[config.mk]
export PLATFORM = sky130hd
export DESIGN_NAME = serial_add_ctrl
export DESIGN_NICKNAME = d
export VERILOG_FILES = /design/src/rtl/serial_add_ctrl.sv
export SDC_FILE = /design/constraint.sdc
export NUM_CORES = 1
export LEC_CHECK = 0
export CORE_MARGIN = 3
export CORE_UTILIZATION = 40
export DETAILED_ROUTE_END_ITERATION = 16
export PLACE_DENSITY = 0.68
export SLEW_MARGIN = 0
export SYNTH_ARGS = -nofsm -noshare
export SYNTH_HDL_FRONTEND = slang
export SYNTH_SLANG_ARGS = --single-unit
[constraint.sdc]
create_clock -name clk -period 2.8 [get_ports clk]
set_clock_uncertainty 0.15 [all_clocks]
set_input_delay 0.28 -clock clk [delete_from_list [all_inputs] [get_ports clk]]
set_output_delay 0.28 -clock clk [all_outputs]
set_load 0.01 [all_outputs]
[src/rtl/serial_add_ctrl.sv]
// serial_add_ctrl: wide unsigned adder sequencer. Drives one external SIZE-bit
// combinational slice adder, LS slice first, one slice per clock, and
// assembles the full sum and carry-out. Signals completion with a done pulse.
module serial_add_ctrl #(
  parameter int unsigned SIZE  = 4,
  parameter int unsigned WORDS = 4
) (
  input  logic                  clk,
  input  logic                  rst_n,
  input  logic                  start,
  input  logic [SIZE*WORDS-1:0] op_a,
  input  logic [SIZE*WORDS-1:0] op_b,
  output logic                  busy,
  output logic                  done,
  output logic [SIZE*WORDS-1:0] sum,
  output logic                  cout,
  output logic [SIZE-1:0]       slc_a,
  output logic [SIZE-1:0]       slc_b,
  output logic                  slc_cin,
  input  logic [SIZE-1:0]       slc_s,
  input  logic                  slc_cf
);

  localparam int unsigned W    = SIZE * WORDS;
  // idx keeps at least one bit so WORDS=1 still has a legal (constant-0) index
  localparam int unsigned IdxW = (WORDS > 1) ? $clog2(WORDS) : 1;
  localparam logic [IdxW-1:0] IdxLast = IdxW'(WORDS - 1);

  typedef enum logic [1:0] {StIdle, StRun, StDone} state_e;

  state_e          state_q, state_d;
  logic [IdxW-1:0] idx_q, idx_d;
  logic            carry_q, carry_d;
  logic [W-1:0]    opa_q, opa_d;
  logic [W-1:0]    opb_q, opb_d;
  logic [W-1:0]    sum_q, sum_d;
  logic            cout_q, cout_d;

  logic            accept;

  assign accept = (state_q == StIdle) && start;

  // State register
  always_ff @(posedge clk or negedge rst_n) begin
    if (!rst_n) begin
      state_q <= StIdle;
    end else begin
      state_q <= state_d;
    end
  end

  // Next-state logic: RUN lasts exactly WORDS cycles, DONE exactly one
  always_comb begin
    state_d = state_q;
    unique case (state_q)
      StIdle:  if (start) state_d = StRun;
      StRun:   if (idx_q == IdxLast) state_d = StDone;
      StDone:  state_d = StIdle;
      default: state_d = StIdle;
    endcase
  end

  // Outputs: slice operands are forced to 0 outside RUN
  always_comb begin
    busy    = 1'b0;
    done    = 1'b0;
    slc_a   = '0;
    slc_b   = '0;
    slc_cin = 1'b0;
    unique case (state_q)
      StIdle: ;
      StRun: begin
        busy    = 1'b1;
        slc_a   = opa_q[idx_q*SIZE +: SIZE];
        slc_b   = opb_q[idx_q*SIZE +: SIZE];
        slc_cin = carry_q;
      end
      StDone: begin
        busy = 1'b1;
        done = 1'b1;
      end
      default: ;
    endcase
  end

  // Datapath next-state: latch on accept, collect one slice per RUN cycle
  always_comb begin
    idx_d   = idx_q;
    carry_d = carry_q;
    opa_d   = opa_q;
    opb_d   = opb_q;
    sum_d   = sum_q;
    cout_d  = cout_q;
    if (accept) begin
      opa_d   = op_a;
      opb_d   = op_b;
      idx_d   = '0;
      carry_d = 1'b0;
      sum_d   = '0;
      cout_d  = 1'b0;
    end else if (state_q == StRun) begin
      sum_d[idx_q*SIZE +: SIZE] = slc_s;
      carry_d                   = slc_cf;
      if (idx_q == IdxLast) begin
        cout_d = slc_cf;
      end else begin
        idx_d = idx_q + IdxW'(1);
      end
    end
  end

  // Datapath registers
  always_ff @(posedge clk or negedge rst_n) begin
    if (!rst_n) begin
      idx_q   <= '0;
      carry_q <= 1'b0;
      opa_q   <= '0;
      opb_q   <= '0;
      sum_q   <= '0;
      cout_q  <= 1'b0;
    end else begin
      idx_q   <= idx_d;
      carry_q <= carry_d;
      opa_q   <= opa_d;
      opb_q   <= opb_d;
      sum_q   <= sum_d;
      cout_q  <= cout_d;
    end
  end

  assign sum  = sum_q;
  assign cout = cout_q;

endmodule

==> run_results.csv <==
group,metric,value,unit
run_status,outcome,"completed",
finish,design_area,3460,sq um
power,vdd.ir_drop.worst,0.439,mV
critical_path,crit_required,2370,ps
routing,ant_nets,0,
power,p_leak,1.63,nW
timing,tns,0,ps
routing,drc,0,
placement,dpl.cell_count,392,
floorplanning,die_y,86.1,um
timing,timing.max_slew.rel_slack,0.408,
yosys,yosysWarnings,0,
yosys,syn_area,2570,sq um
clocking,cts_max_level,2,
clocking,cts-root-buf,"clkbuf_8",
global_route,overflow,0,
timing,finalSetupViolations,0,
finish,n_antenna_cell,0,
finish,multi_input_area,1120,sq um
yosys,ys_seq_area_frac,0.526,
clocking,clock_latency,310,ps
finish,fin_cells,401,
finish,num-nets-final,376,
power,p_total,3.34,mW
clocking,path_clk_slew,90,ps
yosys,synth_cell_types,27,
yosys,syn_inst,255,
yosys,syn_avg_cell_area,10.1,sq um
yosys,syn_nets,306,
timing,rsz0062_at_grt,"no",
placement,dpl.hpwl,4130,um
floorplanning,core_area,6060,sq um
routing,drt-total-wl,5610,um
power,powerDensity,966,nW/um^2
routing,first_iter_violations,71,
timing,fin_crit,2650,ps
critical_path,worstSetupStartpointType,"flop",
global_route,grt_pass1_vias,2003,
critical_path,criticalPathCategory,"flop to primary output",
global_route,grt_pass1_wl,9490,um
placement,gp_congestion,0.786,
finish,fillers,542,
routing,wire_per_inst,14.0,um
timing,finalCritPeriodShare,0.948,
clocking,cts.sinks,54,
clocking,ctsResizeCount,0,
worst_hold_path,hold_class,"flop to flop",
routing,vias,1995,
floorplanning,die_x,86.1,um
timing,max_freq,377,MHz
clocking,cts_hold_buf,1,
finish,syn_to_final_growth,34.7,%
clocking,cts_tree,"built",
critical_path,critPathMaxFanout,8,
finish,drive_gt1_frac,0.0644,
global_route,grt_usage,0.164,
timing,drv_slew,0,
global_route,grt_max_degree,42,
yosys,ys_seq_elements,54,
flow_run,drv_cap,0,
timing,worst_pin_slew,888,ps
clocking,cts_setup_buffers,0,
floorplanning,initial_core_util,0.424,
floorplanning,boundaryPins,68,
routing,dr.pass1.iters,4,
critical_path,cp.arrival,2220,ps
timing,finalHoldViolCount,0,
floorplanning,rows,28,
floorplanning,dieArea,7420,sq um
placement,port_buffers,67,
global_route,antenna_found_initial,0,
routing,viasPerCell,4.98,
clocking,cts_buffer_depth,2,
clocking,cts_buffers,5,
finish,seqCellArea,1350,sq um
placement,dpl_cell_area,3310,sq um
critical_path,crit_path_end_kind,"primary output",
==> cells in the final DEF (no fill, tap or decap), types with 2 or more instances in the layout <==
cell / synthesis / routed
nor2_1: 6 / 6
clkdlybuf4s50_1: 0 / 66
nand2_1: 105 / 105
a21oi_1: 3 / 3
nand3_1: 2 / 2
buf_4: 4 / 5
mux2i_1: 18 / 18
clkbuf_8: 0 / 5
dfrtp_1: 54 / 54
mux2_2: 2 / 2
o22ai_1: 8 / 8
and2_1: 3 / 2
a32o_1: 10 / 10
inv_1: 6 / 6
a22oi_1: 2 / 2
a22o_1: 4 / 4
bufinv_16: 0 / 2
ha_1: 11 / 11
nor4_4: 2 / 2
==> flip-flops by register name, indices dropped and copies added (netlist names) <==
| signal | cells |
|---|---|
| opa_q | 16 |
| idx_q | 2 |
| state_q | 2 |
| cout | 1 |
| sum | 16 |
| opb_q | 16 |
| carry_q | 1 |
==> power breakdown <==
group	switching, mW	internal, mW	leakage (nW)
combinational	0.779	0.684	0.868
sequential	0.188	1.07	0.697
clock	0.261	0.358	0.0683
==> layout make-up <==
cell class                 count  area share
clock buffer                   5      0.0199
clock inverter                 3      0.0199
inverter                       6     0.00651
multi-input combinational    184       0.324
sequential                    54       0.390
tap                           75      0.0271
timing repair buffer          74       0.212
==> per-stage QoR <==
step | setup slack, ps | util | hold WS, ps
6_report | 146 | 0.571 | 331
5_1_grt | 0.963 | 0.571 | 320
4_1_cts | 141 | 0.571 | 319
3_5_place_dp | 502 | 0.547 | 312
3_3_place_gp | 562 | 0.547 | 307
2_1_floorplan | 747 | - | -166
==> worst max-delay path, cell delays in order (launching register included) <==
cell	delay (ps)
dfrtp_1	470
inv_1	300
nand2_1	310
o22ai_1	260
clkdlybuf4s50_1	570
==> worst paths after layout <==
| kind | startpoint | end | slack, ps | depth (start not counted) |
|---|---|---|---|---|
| setup / recovery | idx_q[0]$_DFFE_PN0P_ | slc_a[1] | 150 | 4 |
| hold / removal | opa_q[6]$_DFFE_PN0P_ | opa_q[6]$_DFFE_PN0P_ | 330 | 2 |
| setup reg to reg | idx_q[1]$_DFFE_PN0P_ | sum[4]$_DFFE_PN0P_ | 700 | 5 |
| hold reg to reg | opa_q[6]$_DFFE_PN0P_ | opa_q[6]$_DFFE_PN0P_ | 330 | 2 |
| max in group asynchronous | rst_n | opa_q[2]$_DFFE_PN0P_ | 1300 | 3 |
| min in group asynchronous | rst_n | sum[13]$_DFFE_PN0P_ | 460 | 2 |
==> logic make-up (layout without fill, tap and decap cells) <==
group                    Yosys count  after routing  synth area share
buffers and inverters             17             88            0.0375
multiplexers                      20             20            0.0789
XOR/XNOR                           1              1           0.00341
flip-flops                        54             54             0.526
adder cells (fa/ha/maj)           11             11            0.0536
AO/OA/AOI/OAI                     29             29            0.0974
AND/OR/NAND/NOR                  123            123             0.203
==> synthesized netlist by cell type, drive strengths merged <==
cell    number  area share
and3         1      0.0024
dfrtp       54        0.53
clkbuf       3      0.0044
a32o        10       0.039
nand2      105        0.15
o22ai        8       0.019
xnor2        1      0.0034
a21oi        3      0.0058
inv          6      0.0088
o31ai        1      0.0029
nor2b        1      0.0024
nor4         2       0.017
a22o         4       0.014
and2         3      0.0073
mux2         2      0.0088
nand3        2      0.0039
and2b        1      0.0029
nand2b       1      0.0024
ha          11       0.054
a22oi        2      0.0058
buf          8       0.024
nand3b       1      0.0029
mux2i       18       0.070
nor2         6      0.0088
o41ai        1       0.011
==> metal layers <==
metal	vias to the layer above	GRT usage	routed length, um
met5	-	0	0
met4	0	0.0576	119
met3	12	0.0471	383
met2	67	0.254	2500
met1	913	0.218	2600
li1	1003	-	-
Power figures use the tool's default switching activity.
